### src/rtl/zone_alarm_scanner.sv
// Debounces four round-robin-scanned zone sensors and runs the arm/entry/alarm state machine.
// Latency: trip on the DEBOUNCE_SCANS-th consecutive visit; STATE reacts one edge later, ALARM_OUT one edge after that.
// No backpressure: every input is sampled every clock. The door chime is built only with ZONE_CHIME_EN.
module zone_alarm_scanner #(
    parameter int DEBOUNCE_SCANS    = 3,
    parameter int ENTRY_DELAY_SCANS = 8
) (
    input  logic       CLK_IN,
    input  logic       CLR_FF,
    input  logic       D0,
    input  logic       D1,
    input  logic       TC,
    input  logic [3:0] SENSOR,
    input  logic       ARM,
    input  logic       DISARM,
    output logic [1:0] STATE,
    output logic       ALARM_OUT,
    output logic [3:0] ZONE_LATCH,
    output logic       CHIME
);

    typedef enum logic [1:0] {
        ST_DISARMED = 2'b00,
        ST_ARMED    = 2'b01,
        ST_ENTRY    = 2'b10,
        ST_ALARM    = 2'b11
    } state_e;

    localparam logic [2:0] DEB_MAX    = 3'(DEBOUNCE_SCANS);
    localparam logic [3:0] DELAY_LOAD = 4'(ENTRY_DELAY_SCANS);

    logic [1:0] zone;
    logic [2:0] hit_q [4];
    logic [2:0] hit_d [4];
    logic [3:0] trip;

    state_e     state_q;
    logic [3:0] delay_q;
    logic [3:0] zone_latch_q;
    logic       alarm_out_q;

    assign zone = {D1, D0};

    // Only the zone currently addressed by the counter moves; the rest hold.
    always_comb begin
        for (int i = 0; i < 4; i++) begin
            hit_d[i] = hit_q[i];
            if (zone == 2'(i)) begin
                if (SENSOR[i]) begin
                    if (hit_q[i] < DEB_MAX) begin
                        hit_d[i] = hit_q[i] + 3'd1;
                    end
                end else begin
                    hit_d[i] = 3'd0;
                end
            end
            trip[i] = (hit_q[i] == DEB_MAX);
        end
    end

    always_ff @(posedge CLK_IN or negedge CLR_FF) begin
        if (!CLR_FF) begin
            for (int i = 0; i < 4; i++) begin
                hit_q[i] <= 3'd0;
            end
        end else begin
            for (int i = 0; i < 4; i++) begin
                hit_q[i] <= hit_d[i];
            end
        end
    end

    // DISARM is checked first in every state so it always wins.
    always_ff @(posedge CLK_IN or negedge CLR_FF) begin
        if (!CLR_FF) begin
            state_q      <= ST_DISARMED;
            delay_q      <= 4'd0;
            zone_latch_q <= 4'd0;
            alarm_out_q  <= 1'b0;
        end else begin
            case (state_q)
                ST_DISARMED: begin
                    alarm_out_q  <= 1'b0;
                    zone_latch_q <= 4'd0;
                    if (ARM && !DISARM && (trip == 4'd0)) begin
                        state_q <= ST_ARMED;
                    end
                end
                ST_ARMED: begin
                    alarm_out_q <= 1'b0;
                    if (DISARM) begin
                        state_q      <= ST_DISARMED;
                        zone_latch_q <= 4'd0;
                    end else begin
                        zone_latch_q <= zone_latch_q | trip;
                        if (|trip[3:1]) begin
                            state_q <= ST_ALARM;
                        end else if (trip[0]) begin
                            state_q <= ST_ENTRY;
                            delay_q <= DELAY_LOAD;
                        end
                    end
                end
                ST_ENTRY: begin
                    alarm_out_q <= 1'b0;
                    if (DISARM) begin
                        state_q      <= ST_DISARMED;
                        zone_latch_q <= 4'd0;
                    end else begin
                        zone_latch_q <= zone_latch_q | trip;
                        if (|trip[3:1]) begin
                            state_q <= ST_ALARM;
                        end else if (TC) begin
                            delay_q <= delay_q - 4'd1;
                            if (delay_q <= 4'd1) begin
                                state_q <= ST_ALARM;
                            end
                        end
                    end
                end
                ST_ALARM: begin
                    if (DISARM) begin
                        state_q      <= ST_DISARMED;
                        zone_latch_q <= 4'd0;
                        alarm_out_q  <= 1'b0;
                    end else begin
                        zone_latch_q <= zone_latch_q | trip;
                        alarm_out_q  <= 1'b1;
                    end
                end
                default: begin
                    state_q <= ST_DISARMED;
                end
            endcase
        end
    end

    assign STATE      = state_q;
    assign ALARM_OUT  = alarm_out_q;
    assign ZONE_LATCH = zone_latch_q;

`ifdef ZONE_CHIME_EN
    logic trip0_q;
    logic chime_q;

    // While trip[0] is high arming is refused, so the FSM cannot leave DISARMED under a chime.
    always_ff @(posedge CLK_IN or negedge CLR_FF) begin
        if (!CLR_FF) begin
            trip0_q <= 1'b0;
            chime_q <= 1'b0;
        end else begin
            trip0_q <= trip[0];
            chime_q <= (state_q == ST_DISARMED) && trip[0] && !trip0_q;
        end
    end

    assign CHIME = chime_q;
`else
    assign CHIME = 1'b0;
`endif

endmodule

### config.mk
export PLATFORM = sky130hd
export DESIGN_NAME = zone_alarm_scanner
export DESIGN_NICKNAME = d
export VERILOG_FILES = /design/src/rtl/zone_alarm_scanner.sv
export SDC_FILE = /design/constraint.sdc
export NUM_CORES = 1
export LEC_CHECK = 0
export CELL_PAD_IN_SITES_DETAIL_PLACEMENT = 1
export CELL_PAD_IN_SITES_GLOBAL_PLACEMENT = 1
export CORE_ASPECT_RATIO = 1.75
export CORE_MARGIN = 10
export CORE_UTILIZATION = 40
export DETAILED_ROUTE_END_ITERATION = 10
export PLACE_DENSITY = 0.77
export SLEW_MARGIN = 20
export SYNTH_ARGS = -nofsm -noshare
export SYNTH_HDL_FRONTEND = slang
export SYNTH_SLANG_ARGS = --single-unit
export TNS_END_PERCENT = 10
### constraint.sdc
create_clock -name CLK_IN -period 6.4 [get_ports CLK_IN]
set_input_delay 1.28 -clock CLK_IN [delete_from_list [all_inputs] [get_ports CLK_IN]]
set_output_delay 1.28 -clock CLK_IN [all_outputs]
set_load 0.02 [all_outputs]
==> results.md, run 1 <==
- Outcome: finished, final reports clean
- Worst-Margin Slew: 0.697 ns
- Drt drc: 0
- Yosys reg bits: 23
- Max Transition Viols Final: 0
- Commonest non-fill, non-tap cell in the layout: dfrtp_1
- Drt first pass iters: 4
- Worst Skew: 0.00153 ns
- Post-layout min period: 2.87 ns
- CTS Buf Count: 3
- Gpl congestion: 0.843
- Initial antenna violation count: 0
- Antenna viol nets, final: 0
- Clk buf depth: 2
- Critical Path RT: 5.12 ns
- Sequential share of power: 0.439
- Worst vdd ir: 177 uV
- Setup Buffers After CTS: 0
- Ranking of synthesized cells by area: dfrtp_1 45%, ha_1 9.8%, mux2i_1 6.3%
- RSZ-0062 raised after global routing: no
- Crit start category: flip-flop
- CTS H-tree depth: 1
- Synth area leader: dfrtp_1
- CTS tree: built
- GRT Overall Usage: 0.105
- Worst min path class: reg -> reg
- Initial Util: 0.412
- Lkg Pwr: 0.685 nW
- Ys async rst share: 1.00
- Delay of the slowest cell on the worst path: 0.70 ns
- Rel. slew slack: 0.531
- Crit path cell chain: clkdlybuf4s50_1
- Root Buffer Master: clkbuf_8
- CP bufs+invs: 1
- Arrival time worst endpoint: 1.59 ns
- Maximum fanout along the worst path: 16
- Area Overhead vs Synth: 19.1%
- TNS Setup: 0 ns
- Die X-Extent: 62.8 um
- ANT cells: 0
- Storage cell area: 576 sq um
- CP max stage cell: clkdlybuf4s50_1
- Vias in the first global route: 1,062
- Grt ovf: 0
- Netlist cell types: 36
- Core Area: 3110 sq um
- Total of max-cap violations: 0
- Die ar.: 5950 sq um
- Global-route wire length before repair: 5.03 mm
- Die H: 94.8 um
- Synthesized Nets: 148
- Maximum clock frequency: 349 MHz
- Largest net degree at the start of global routing: 24
- Layout cell share with drive strength beyond 1: 0.0347
- Power per cell area: 380 nW/um^2
- FILL cells: 362
- Drt initial violations: 13
- Kind of cell adding the most delay to the critical path: buffers and inverters
- Share of the synthesized area in the top cell type: 0.450
- Clock power share: 0.156
- # setup viols final: 0
- Yosys Warn Count: 0
- Post-synth top flop: dfrtp_1
- Net switching fraction of the power: 0.385
- Hold Buf Count CTS: 0
- Post-Route WL: 2.96 mm
- Most frequent cells in the layout: 23 x dfrtp_1, 16 x clkdlybuf4s50_1, 12 x inv_1
- Number of flops mapped to enable cells by yosys: 0
- Syn_area_per_cell: 10.1 sq um
- Mean routed wirelength per cell: 15.8 um
- Post-Syn Instances: 127
- CP endpoint kind: primary output
- PostCTS Resize Cnt: 0
- CTS sink count: 23
- Io pins: 19
- Setup CP Type: reg -> out
- Psw: 0.223 mW
- Synthesized cell area: 1280 sq um
- I/O Buffers: 17
- DP HPWL: 2.36 mm
- Seq/Total Area, Yosys: 0.450
- Nets: 166
- Vias/cell: 5.30
- Standard-cell row count: 27
- Register clock-pin slew on the reported worst setup and hold paths: 0.08 ns
- DR vias: 991
- Final hold slack: 0.507 ns
- Final hold vios: 0
- Internal power: 0.356 mW
- Multi-input gate area: 639 sq um
- Fin crit share: 0.448
- Skew-Pair Late Insertion Delay: 0.26 ns
- Logic gate share of total power: 0.405
metal layers:
metal  global-route usage  up-vias  part of all wire
li1                     -      482                 -
met1                0.105      486              0.41
met2                0.191       19              0.52
met3               0.0320        4             0.045
met4               0.0581        0             0.019
met5                    0        -                 0
sequential cells by signal, indices dropped and copies added, names as in the netlist:
signal and count:
ZONE_LATCH 4, delay_q 4, ALARM_OUT 1, hit_q 12, STATE 2
area by class of cell:
type,instances,area share
clock buffers,4,0.0296
inverters,12,0.0296
multi-input cells,88,0.420
flip-flops and latches,23,0.378
well taps,43,0.0353
repair buffers,17,0.108
path summary, 6_finish.rpt:
path                       depth (start not counted)               startpoint                 endpoint  slack (ns)
setup / recovery                                   1     STATE[0]$_DFFE_PN0P_                 STATE[0]        3.53
hold reg to reg                                    2  ZONE_LATCH[2]$_DFF_PN0_  ZONE_LATCH[2]$_DFF_PN0_        0.51
max in group asynchronous                          1                   CLR_FF     hit_q[7]$_DFFE_PN0P_        5.07
hold / removal                                     2  ZONE_LATCH[2]$_DFF_PN0_  ZONE_LATCH[2]$_DFF_PN0_        0.51
setup reg to reg                                   5     hit_q[3]$_DFFE_PN0P_   delay_q[3]$_DFFE_PN0P_        4.27
min in group asynchronous                          1                   CLR_FF  ZONE_LATCH[1]$_DFF_PN0_        0.98
stage by stage:
stage	utilization	total power [mW]	instance area [sq um]	worst slack, ns	cells
after global placement	0.477	0.472	1480	3.36	183
after floorplan	-	0.416	1280	3.92	127
after global routing	0.490	0.635	1520	3.41	187
after detailed placement	0.477	0.494	1480	3.34	183
final	0.490	0.578	1520	3.53	187
after CTS	0.492	0.586	1530	3.52	187
synthesized netlist by cell type, drive strengths merged (2+ instances only):
cell    instances
dfrtp          23
inv            12
ha             10
nor2           10
mux2i           8
nand2           8
a21oi           6
nand2b          6
a21o            4
mux2            4
nor2b           4
o21ai           4
a311oi          2
buf             2
clkbuf          2
nand3b          2
nor3            2
o31ai           2
or4             2
power by group through the flow:
stage          logic (mW)  registers (mW)  clock network, mW
2_1_floorplan       0.174           0.241                  0
3_3_place_gp        0.220           0.252                  0
3_5_place_dp        0.237           0.257                  0
4_1_cts             0.238           0.254             0.0940
5_1_grt             0.269           0.264              0.102
6_report            0.234           0.254             0.0904
logic make-up after synthesis:
family,synth area share
buffers and inverters,0.0508
multiplexers,0.0978
AND/OR/NAND/NOR,0.154
flip-flops,0.450
other,0.00293
adder cells (fa/ha/maj),0.0978
AO/OA/AOI/OAI,0.147
Note: power is estimated with default switching activity, not from simulation.
==> run 2: changes to the inputs <==
Settings changed: CORE_UTILIZATION 40 to 37, PLACE_DENSITY 0.77 to 0.75.
Clock period 6.4 ns to 2.3 ns, I/O delays scaled along.
==> results.md, run 2 (synthesis gave the netlist of run 1 again) <==
- Util after Layout: 0.467 (-0.0234)
- Hold Buf Count CTS: 0 (unchanged)
- Most frequent cells in the layout: 23 x dfrtp_1, 17 x clkdlybuf4s50_1, 12 x inv_1
- Vias in the first global route: 1,213 (+14%)
- Root Buffer Master: clkbuf_8
- Nets: 171 (+3.0%)
- Kind of cell adding the most delay to the critical path: simple AND/OR/NAND/NOR gates
- Vias/cell: 5.33 (+0.57%)
- Die ar.: 6300 sq um (+5.9%)
- Crit start category: flip-flop
- Initial Util: 0.381 (-0.0313)
- Initial antenna violation count: 0 (unchanged)
- Placed Area: 1520 sq um (+2.7%)
- Die H: 97.8 um (+3.1%)
- GRT Overall Usage: 0.110 (+0.00523)
- Final hold vios: 0 (unchanged)
- CP bufs+invs: 1 (unchanged)
- CP max stage cell: or4_1
- Mean routed wirelength per cell: 17.1 um (+7.8%)
- Setup crit start: hit_q[3]$_DFFE_PN0P_
- Area Overhead vs Synth: 22.7%
- TNS Setup: 0 ns (unchanged)
- Worst min path class: reg -> reg
- CTS Buf Count: 3 (unchanged)
- Power per cell area: 1060 nW/um^2 (+180%)
- CTS H-tree depth: 1 (unchanged)
- Post-Layout Inst Area: 1570 sq um (+3.0%)
- Skew-Pair Late Insertion Delay: 0.26 ns (about the same)
- Commonest non-fill, non-tap cell in the layout: dfrtp_1
- Largest net degree at the start of global routing: 24 (unchanged)
- Number of flip-flops in the largest register: 12 (unchanged)
- ANT cells: 0 (unchanged)
- Worst Skew: 0.00255 ns (+0.00102 ns)
- I/O Buffers: 17 (unchanged)
- Critical Path RT: 2.41 ns (-2.71 ns)
- Clk buf depth: 2 (unchanged)
- Layout cell share with drive strength beyond 1: 0.0671 (+0.0324)
- Post-layout min period: 2.22 ns
- Outcome: finished, final reports clean
- Setup Buffers After CTS: 0 (unchanged)
- Hold Crit Start: ZONE_LATCH[1]$_DFF_PN0_
- Die X-Extent: 64.5 um (+2.7%)
- CP endpoint kind: flip-flop
- Max Transition Viols Final: 0 (unchanged)
- Setup CP Type: reg -> reg
- Standard-cell row count: 28 (+3.7%)
- Delay of the slowest cell on the worst path: 0.56 ns (-0.14 ns)
- Largest Register: hit_q
- Drt first pass iters: 4 (unchanged)
- Register clock-pin slew on the reported worst setup and hold paths: 0.08 ns (about the same)
- CTS tree: built
- # setup viols final: 0 (unchanged)
- Io pins: 19 (unchanged)
- Core Area: 3360 sq um (+8.2%)
- Post-Route WL: 3.31 mm (+12%)
- Drt initial violations: 27 (+14)
- DR vias: 1,034 (+4.3%)
- Global-route wire length before repair: 5.72 mm (+14%)
- Arrival time worst endpoint: 2.33 ns (+0.74 ns)
- PostCTS Resize Cnt: 0 (unchanged)
- Most used cell, CP: ha_1
- Drt drc: 0 (unchanged)
- Antenna viol nets, final: 0 (unchanged)
- Crit path cell chain: ha_1 -> ha_1 -> or4_1 -> buf_4 -> o31ai_1 -> a221oi_1
- Worst vdd ir: 584 uV (+230%)
- Maximum fanout along the worst path: 5 (-11)
- Gpl congestion: 0.756 (-10%)
- CTS sink count: 23 (unchanged)
- Critical R2R Launch: hit_q[3]$_DFFE_PN0P_
- Maximum clock frequency: 451 MHz
- Grt ovf: 0 (unchanged)
- DP HPWL: 2.69 mm (+14%)
- Total of max-cap violations: 0 (unchanged)
- Fin crit share: 0.964
- Lkg Pwr: 0.712 nW (+4.0%)
- FILL cells: 410 (+13%)
- RSZ-0062 raised after global routing: no
[run 2: cell count changes in the layout (fill, tap and decap cells not counted), sizes merged]
| cell | delta |
|---|---|
| buf | +4 |
| clkbuf | -1 |
| clkdlybuf4s50 | +1 |
| clkinv | +1 |
[run 2: final timing paths]
check / end / slack, ns / cells past startpoint
min reg2reg: ZONE_LATCH[1]$_DFF_PN0_ / 0.49 / 2
max in group asynchronous: hit_q[0]$_DFFE_PN0P_ / 1.52 / 2
max: delay_q[0]$_DFFE_PN0P_ / 0.08 / 6
min in group asynchronous: ZONE_LATCH[3]$_DFF_PN0_ / 0.55 / 2
max reg2reg: delay_q[0]$_DFFE_PN0P_ / 0.08 / 6
min: ZONE_LATCH[1]$_DFF_PN0_ / 0.49 / 2
[run 2: area by class of cell]
cell class	instances	area [sq um]	area share
repair buffers	22	208	0.132
clock inverters	1	5.00	0.00319
multi-input cells	88	639	0.407
inverters	12	45.0	0.0287
well taps	45	56.3	0.0359
flip-flops and latches	23	576	0.367
clock buffers	3	41.3	0.0263
[run 2: worst reg2reg max path: cells and delay by family, from the launching register on]
family,cells,cell delay [ns]
fa+ha+maj,2,0.46
buf+inv,1,0.18
flops,1,0.42
simple gates,1,0.56
compound gates,2,0.46
[run 2: power breakdown]
group	total, mW	leakage [nW]	switching, mW	internal [mW]
logic	0.699	0.382	0.356	0.343
clock network	0.252	0.0255	0.131	0.121
registers	0.712	0.304	0.164	0.548
total	1.66	0.712	0.652	1.01
[run 2: per-layer routing]
metal / vias to the layer above / wire length, um / GRT usage
met3: 8 / 114 / 0.0252
met1: 516 / 1300 / 0.111
met5: - / 0 / 0
met4: 0 / 98 / 0.0530
li1: 489 / - / -
met2: 21 / 1800 / 0.203
[run 2: metrics by stage]
step / power (mW) / hold slack [ns] / setup slack (ns) / instances
final: 1.66 / 0.491 / 0.0832 / 194
after global routing: 1.82 / 0.540 / 0.0197 / 194
after global placement: 1.34 / 0.477 / 0.266 / 190
after detailed placement: 1.43 / 0.480 / 0.141 / 190
after floorplan: 1.16 / 0.164 / 0.283 / 127
after CTS: 1.69 / 0.502 / 0.0875 / 194
==> run 3: changes to the inputs <==
Settings changed: SKIP_CTS_REPAIR_TIMING set to 1.
==> results of run 3 <==
No change in the layout: final DEF, timing and power equal those of run 2.
